### src/rtl/calc_pkg.sv
// Shared constants and arithmetic helper for the calculator controller.
package calc_pkg;

  localparam int DEBOUNCE_DEFAULT = 16;

  localparam logic [1:0] ST_ENTER_A = 2'd0;
  localparam logic [1:0] ST_ENTER_B = 2'd1;
  localparam logic [1:0] ST_SHOW    = 2'd2;

  localparam logic [1:0] OP_ADD = 2'd0;
  localparam logic [1:0] OP_MUL = 2'd1;
  localparam logic [1:0] OP_XOR = 2'd2;

  function automatic logic [15:0] calc_f(
    input logic [1:0] op,
    input logic [7:0] a,
    input logic [7:0] b
  );
    logic [8:0]  sum;
    logic [15:0] res;
    sum = {1'b0, a} + {1'b0, b};
    res = 16'h0000;
    case (op)
      OP_ADD:  res = {7'd0, sum};
      OP_MUL:  res = {8'h00, a} * {8'h00, b};
      OP_XOR:  res = {8'h00, a ^ b};
      default: res = 16'h0000;
    endcase
    return res;
  endfunction

  // Code 3 is unreachable; fold it back into the cycle at ADD.
  function automatic logic [1:0] next_op(input logic [1:0] op);
    logic [1:0] n;
    case (op)
      OP_ADD:  n = OP_MUL;
      OP_MUL:  n = OP_XOR;
      default: n = OP_ADD;
    endcase
    return n;
  endfunction

endpackage

### src/rtl/btn_debounce.sv
// Button conditioning: 2-flop synchronizer, counting debouncer and
// registered rising-edge press pulse.
module btn_debounce
  import calc_pkg::*;
#(
  parameter int N = DEBOUNCE_DEFAULT
) (
  input  logic clk_pi,
  input  logic rst_n_pi,
  input  logic raw,
  output logic press
);

  localparam int CW = $clog2(N) + 1;

  logic          s1;
  logic          s2;
  logic          level;
  logic [CW-1:0] cnt;

  always_ff @(posedge clk_pi or negedge rst_n_pi) begin
    if (!rst_n_pi) begin
      s1    <= 1'b0;
      s2    <= 1'b0;
      level <= 1'b0;
      cnt   <= '0;
      press <= 1'b0;
    end else begin
      s1    <= raw;
      s2    <= s1;
      press <= 1'b0;
      if (s2 != level) begin
        if (cnt == CW'(N - 1)) begin
          level <= s2;
          cnt   <= '0;
          press <= s2;
        end else begin
          cnt <= cnt + 1'b1;
        end
      end else begin
        cnt <= '0;
      end
    end
  end

endmodule

### src/rtl/calc_controller.sv
// Three-state calculator: enter A, enter B, show f(op, A, B) with
// chaining, driven by debounced ENTER/OP/CLEAR presses.
module calc_controller
  import calc_pkg::*;
#(
  parameter int DEBOUNCE_CYCLES = DEBOUNCE_DEFAULT
) (
  input  logic        clk_pi,
  input  logic        rst_n_pi,
  input  logic [7:0]  sw_pi,
  input  logic [3:0]  btn_pi,
  output logic [15:0] display_po,
  output logic [7:0]  led_po,
  output logic [1:0]  state_po,
  output logic [1:0]  op_po
);

  logic [3:0]  press;
  logic        unused_rsvd;
  logic [1:0]  state, st_n;
  logic [1:0]  op, op_n;
  logic [7:0]  a, a_n;
  logic [7:0]  b, b_n;
  logic [15:0] res;
  logic [15:0] disp_n;
  logic [2:0]  oh_n;

  for (genvar i = 0; i < 4; i++) begin : g_btn
    btn_debounce #(.N(DEBOUNCE_CYCLES)) u_btn (
      .clk_pi   (clk_pi),
      .rst_n_pi (rst_n_pi),
      .raw      (btn_pi[i]),
      .press    (press[i])
    );
  end

  assign unused_rsvd = press[3];
  assign res = calc_f(op, a, b);

  always_comb begin
    st_n = state;
    op_n = op;
    a_n  = a;
    b_n  = b;
    if (press[2]) begin
      st_n = ST_ENTER_A;
      op_n = OP_ADD;
      a_n  = 8'h00;
      b_n  = 8'h00;
    end else if (press[0]) begin
      case (state)
        ST_ENTER_A: begin
          a_n  = sw_pi;
          st_n = ST_ENTER_B;
        end
        ST_ENTER_B: begin
          b_n  = sw_pi;
          st_n = ST_SHOW;
        end
        ST_SHOW: begin
          a_n  = res[7:0];
          st_n = ST_ENTER_B;
        end
        default: st_n = ST_ENTER_A;
      endcase
    end else begin
      if (press[1]) op_n = next_op(op);
      if (state == 2'd3) st_n = ST_ENTER_A;
    end
  end

  // Outputs are built from next-state values so they move with the FSM.
  always_comb begin
    disp_n = {8'h00, sw_pi};
    if (st_n == ST_SHOW) disp_n = calc_f(op_n, a_n, b_n);
    case (st_n)
      ST_ENTER_B: oh_n = 3'b010;
      ST_SHOW:    oh_n = 3'b100;
      default:    oh_n = 3'b001;
    endcase
  end

  always_ff @(posedge clk_pi or negedge rst_n_pi) begin
    if (!rst_n_pi) begin
      state      <= ST_ENTER_A;
      op         <= OP_ADD;
      a          <= 8'h00;
      b          <= 8'h00;
      display_po <= 16'h0000;
      led_po     <= 8'h01;
    end else begin
      state      <= st_n;
      op         <= op_n;
      a          <= a_n;
      b          <= b_n;
      display_po <= disp_n;
      led_po     <= {st_n == ST_SHOW, 1'b0, op_n, 1'b0, oh_n};
    end
  end

  assign state_po = state;
  assign op_po    = op;

endmodule

### config.mk
export PLATFORM = sky130hd
export DESIGN_NAME = calc_controller
export DESIGN_NICKNAME = d
export VERILOG_FILES = /design/src/rtl/calc_pkg.sv /design/src/rtl/btn_debounce.sv /design/src/rtl/calc_controller.sv
export SDC_FILE = /design/constraint.sdc
export NUM_CORES = 1
export LEC_CHECK = 0
export BUFFER_PORTS_ARGS = -buffer_cell sky130_fd_sc_hd__buf_2
export CORE_MARGIN = 1.5
export CORE_UTILIZATION = 50
export DETAILED_ROUTE_END_ITERATION = 6
export PLACE_DENSITY = 0.73
export SLEW_MARGIN = 20
export SYNTH_ARGS = -nofsm -noshare
export SYNTH_HDL_FRONTEND = slang
export SYNTH_HIERARCHICAL = 1
export SYNTH_SLANG_ARGS = --single-unit
### constraint.sdc
create_clock -name clk_pi -period 9.68 [get_ports clk_pi]
set_clock_uncertainty 0.15 [all_clocks]
set_input_delay 1.452 -clock clk_pi [delete_from_list [all_inputs] [get_ports clk_pi]]
set_output_delay 1.452 -clock clk_pi [all_outputs]
set_load 0.01 [all_outputs]
# Yosys cells after proc, flatten, opt, wreduce, memory -nomap -nowiden
# Index checks and enable logic that the tools add are counted.
[op_classes]
reduce_logical = 7
addsub = 5
bitwise = 2
mul = 2
n_mux = 30
eq_ne = 15
[ops]
columns = ["operator", "count"]
rows = [
  ["one-hot mux 16 bit (3 select lines)", 1],
  ["2-to-1 mux 8 bit", 5],
  ["2-to-1 mux 5 bit", 6],
  ["one-hot mux 8 bit (3 select lines)", 1],
  ["multiplier 8 x 8 -> 16 bit", 1],
  ["2-to-1 mux 16 bit", 1],
  ["one-hot mux 8 bit (2 select lines)", 1],
  ["XOR 8 bit", 2],
  ["adder 5 x 1 -> 5 bit (second input constant)", 3],
  ["equality test 5 x 4 -> 1 bit (second input constant)", 3],
  ["2-to-1 mux 2 bit", 6],
  ["equality test 2 bit (second input constant)", 5],
  ["adder 8 x 8 -> 9 bit", 1],
  ["adder 8 bit", 1],
  ["equality test 2 x 1 -> 1 bit (second input constant)", 4],
  ["multiplier 8 x 8 -> 8 bit", 1],
  ["one-hot mux 2 bit (2 select lines)", 2],
  ["zero test 2 bit", 3],
  ["2-to-1 mux 1 bit", 6],
  ["one-hot mux 3 bit (2 select lines)", 1],
  ["AND reduction 2 bit", 3],
  ["!= test 1 bit", 3],
  ["OR reduction 2 bit", 1],
]
[word_totals]
ff_bits = 69
word_cells = 82
out_inout_bits = 28
in_bits = 14

# Longest topological paths before layout
[logic_depth]
word_depth = 8
ltp_mapped = 30
depth_no_buf = 30

# Cells and area by module
# Netlist, hierarchy kept.
[by_module_without_submodules]
columns = ["mod", "n_inst", "cells_each", "seq_area_each_um2", "area_each_um2"]
rows = [
  ["calc_controller", 1, 618, 977.2, 5380.2],
  ["btn_debounce", 3, 25, 225.2, 350.3],
]

# Least setup slack after synthesis
# Ideal clock, no wire load.
[synth_timing]
path_type = "reg-to-reg"
from = "register a[1]"
to = "register display_po[14]"
synth_period_minus_slack_ns = 7.454
path_slack_ns = 2.226
setup_ns = 0.120
t_arrival_ns = 7.184
stages_incl_launch_ff = 28
required_ns = 9.410
n_path_buf = 0
path_cell_list = "dfrtp_1 -> and2_1 -> ha_1 -> fa_1 -> ha_1 -> inv_1 -> fa_1 -> fa_1 -> nand2b_1 -> o31a_1 -> o2111ai_1 -> a32oi_1 -> inv_1 -> ha_1 -> fa_1 -> inv_1 -> fa_1 -> inv_1 -> fa_1 -> inv_1 -> fa_1 -> inv_1 -> ha_1 -> o21a_1 -> o21a_1 -> and3_1 -> a211o_1 -> a31o_2"
[synth_between]
elab_chain_len = 8
word_cells_on_any_way = 10
classes_between = "add/sub: 1; mul: 2; mux: 6; bitwise: 1"
[synth_lines]
columns = ["item", "line_no", "source"]
rows = [
  ["start, declared", "calc_controller.sv:22", "logic [7:0] a, a_n;"],
  ["start signal, assigned", "calc_controller.sv:94", "a <= a_n;"],
  ["multiplier 8 x 8 -> 8 bit / adder 8 bit (equally long branches)", "calc_pkg.sv:25, calc_pkg.sv:21", ""],
  ["one-hot mux 8 bit (3 select lines) (*)", "calc_pkg.sv:23", "case (op)"],
  ["one-hot mux 8 bit (2 select lines) (*)", "calc_controller.sv:51", "case (state)"],
  ["2-to-1 mux 8 bit (*)", "calc_controller.sv:50", "end else if (press[0]) begin"],
  ["2-to-1 mux 8 bit (*)", "calc_controller.sv:45", "if (press[2]) begin"],
  ["via a_n[4]", "calc_controller.sv:22", ""],
  ["multiplier 8 x 8 -> 16 bit (*)", "calc_pkg.sv:25", "OP_MUL: res = {8'h00, a} * {8'h00, b};"],
  ["one-hot mux 16 bit (3 select lines) (*)", "calc_pkg.sv:23", ""],
  ["2-to-1 mux 16 bit (*)", "calc_controller.sv:75", "if (st_n == ST_SHOW) disp_n = calc_f(op_n, a_n, b_n);"],
  ["via disp_n[14]", "calc_controller.sv:25", "logic [15:0] disp_n;"],
  ["end signal, assigned", "calc_controller.sv:96", "display_po <= disp_n;"],
  ["end, declared", "calc_controller.sv:12", "output logic [15:0] display_po,"],
]
# The timed path passes the listed nets; every way through them passes the cells marked *.
# A chain may end at the register's enable or synchronous reset.

# Worst setup path in the final report
# Ends and elaborated chain as after synthesis.

==> results.sh <==
export IMPL_setup_slack_ns=1.22
export IMPL_vias_per_cell=5.53
export IMPL_grt_pass1_vias=5197
export IMPL_diodes=0
export IMPL_gr_total_overflow=0
export IMPL_cts_tree="yes"
export IMPL_hp_start="g_btn[0].u_btn/s1"
export IMPL_cp_max_fo=9
export IMPL_reg2reg_from="a[1]"
export IMPL_die_height_um=116
export IMPL_port_buffers=38
export IMPL_syn2layout_area_growth_pct=9.71
export IMPL_finalSetupTns_ns=0
export IMPL_drive_gt1_share_pct=11.9
export IMPL_final_nets=864
export IMPL_antenna_found_initial=0
export IMPL_dp_slack_ns=1.33
export IMPL_maxSlewViolCount=0
export IMPL_synth_edff_count=0
export IMPL_reg2regPathDepth=27
export IMPL_period_share_pct=87.4
export IMPL_vias=5005
export IMPL_rsz0062_at_grt="false"
export IMPL_grtUsageTotal_pct=24.9
export IMPL_synthesis_area_mm2=0.00643
export IMPL_ys_flop_type="dfrtp_1"
export IMPL_wl_per_cell_um=16.6
export IMPL_postRouteAntennaNets=0
export IMPL_hold_end="g_btn[0].u_btn/s2"
export IMPL_cts_htree_levels=3
export IMPL_holdBufCountCts=0
export IMPL_worstMarginPinSlew_ns=0.831
export IMPL_r2r_end="display_po[14]"
export IMPL_hold_viol_final=0
export IMPL_post_cts_resized=0
export IMPL_path_clk_slew_ns=0.06
export IMPL_synth_seq_area_share_pct=25.7
export IMPL_relSlewSlack_pct=44.6
export IMPL_ir_drop_mv=0.118
export IMPL_drt_iter0_drc=339
export IMPL_netlist_instances=693
export IMPL_clk_path_buf_depth=2
export IMPL_start_util_pct=51.2
export IMPL_fmax_ghz=0.118
export IMPL_ctsRootBufferMaster="clkbuf_16"
export IMPL_r2r_slack_ns=1.22
export IMPL_grt_pass1_wl_um=25800
export IMPL_cts_setup_buffers=0
export IMPL_critPathKind="flip-flop to flip-flop"
export IMPL_fp_row_count=41
export IMPL_ys_types=65
export IMPL_slowest_delay_ns=0.59
export IMPL_synth_seq_cells=66
export IMPL_synth_avg_cell_area_um2=9.28
export IMPL_leakagePower_nw=3.73
export IMPL_drc=0
export IMPL_core_mm2=0.0126
export IMPL_period_needed_ns=8.46
export IMPL_clk_insertion_delay_late_ns=0.34
export IMPL_power_density_mw_per_mm2=107
export IMPL_dieArea_mm2=0.0136
export IMPL_cp_arrival_ns=8.53
export IMPL_outcome="finished clean"
export IMPL_yosys_warnings=6
export IMPL_startpoint_type="flip-flop"
export IMPL_path_common_cell="fa_1"
export IMPL_cts_sinks=66
export IMPL_die_w_um=116
export IMPL_io_pins=42
export IMPL_grt_max_degree=67
export IMPL_async_reset_ff_share_pct=100
export IMPL_cap_violations=0
export IMPL_cp_end_kind="flip-flop"
export IMPL_first_pass_iters=5
export IMPL_crit_slowest_cell="a32oi_1"
export IMPL_numCtsBuffers=9
export IMPL_hold_depth=0
export IMPL_dp_hpwl_um=12100
export IMPL_place_gp_congestion=0.917
export IMPL_hp_class="flip-flop to flip-flop"
export IMPL_cp_required_ns=9.76
export IMPL_wl_um=15100
export IMPL_setup_viol=0
-- worst max-delay path: cells and delay by family (launching register included) --
family / cells / cell delay, ns
flip-flops: 1 / 0.51
AO/OA/AOI/OAI: 7 / 1.71
AND/OR/NAND/NOR: 3 / 0.56
adder cells (fa/ha/maj): 11 / 4.87
buffers and inverters: 6 / 0.56
-- per-layer routing --
metal,track usage (%),part of all wire [%]
met1,32.4,45
met4,8.13,2.4
met3,3.84,4.1
met5,0,0
met2,42.9,49
-- final cells by class --
type	count	area (um2)
fill	1128	5510
multi-input combinational	502	4280
sequential	66	1650
inverter	108	408
clock buffer	9	225
tap	172	215
timing repair buffer	41	213
clock inverter	7	57.6
-- cell usage after synthesis (12+ instances only) --
library cell  instances  share of area [%]
inv_1               107                6.2
ha_1                 72                 14
nor2_1               67                3.9
dfrtp_1              65                 25
nand2_1              52                3.0
fa_1                 50                 16
a21oi_1              31                2.4
o21ai_0              21                1.6
xor2_1               19                2.6
xnor2_1              17                2.3
and2_1               15                1.5
mux2i_1              12                1.9
-- power by group --
group / switching, W / internal, W
clock network: 0.000132 / 0.000177
registers: 0.00000820 / 0.000284
logic: 0.0000907 / 0.0000648
total: 0.000231 / 0.000525
-- state kept, by name, summed over array words and instances (netlist names) --
| signal | cells |
|---|---|
| g_btn.u_btn/cnt | 15 |
| state_po | 2 |
| a | 8 |
| led_po | 4 |
| g_btn.u_btn/s2 | 3 |
| display_po | 16 |
| g_btn.u_btn/press | 3 |
| g_btn.u_btn/level | 3 |
| g_btn.u_btn/s1 | 3 |
| b | 8 |
| op_po | 1 |
-- cell usage in the layout (no fill, tap or decap), types with 12 or more instances in the layout --
cell type | Yosys | final
xor2_1 | 19 | 19
dfrtp_1 | 65 | 65
o21ai_0 | 21 | 21
buf_2 | 3 | 38
xnor2_1 | 17 | 17
nand2_1 | 52 | 52
and2_1 | 15 | 15
a21oi_1 | 31 | 31
mux2i_1 | 12 | 12
fa_1 | 50 | 50
ha_1 | 72 | 72
nor2_1 | 67 | 67
inv_1 | 107 | 107
-- logic make-up (layout without fill, tap and decap cells) --
group / Yosys count / count (layout) / share of synthesized area (%)
buffers and inverters: 126 / 165 / 7.74
adders and majority gates: 122 / 122 / 29.6
and+or+nand+nor: 207 / 207 / 16.1
muxes: 16 / 16 / 2.57
other: 1 / 2 / 0.0583
AOI/OAI and AO/OA: 116 / 116 / 12.3
xor gates and xnor gates: 39 / 39 / 5.95
DFF: 66 / 66 / 25.7
-- metrics by stage --
stage	hold WS (ns)	total power (W)	instance area (um2)	utilization, %	cells
5_1_grt	0.206	0.000794	7060	56.1	905
6_report	0.199	0.000756	7060	56.1	905
4_1_cts	0.198	0.000762	7060	56.1	905
3_3_place_gp	0.185	0.000443	6770	53.9	889
3_5_place_dp	0.188	0.000450	6770	53.9	889
2_1_floorplan	0.181	0.000407	6430	-	694
-- worst max-delay path by stage --
stage / from / to / slack, ns / cells after the start
2_1_floorplan: a[1] / display_po[14] / 2.23 / 27
3_3_place_gp: a[1] / display_po[14] / 1.35 / 27
4_1_cts: a[1] / display_po[14] / 1.27 / 27
6_report: a[1] / display_po[14] / 1.22 / 27
3_5_place_dp: a[1] / display_po[14] / 1.33 / 27
5_1_grt: a[1] / display_po[13] / 0.91 / 27
Power figures use the tool's default switching activity.
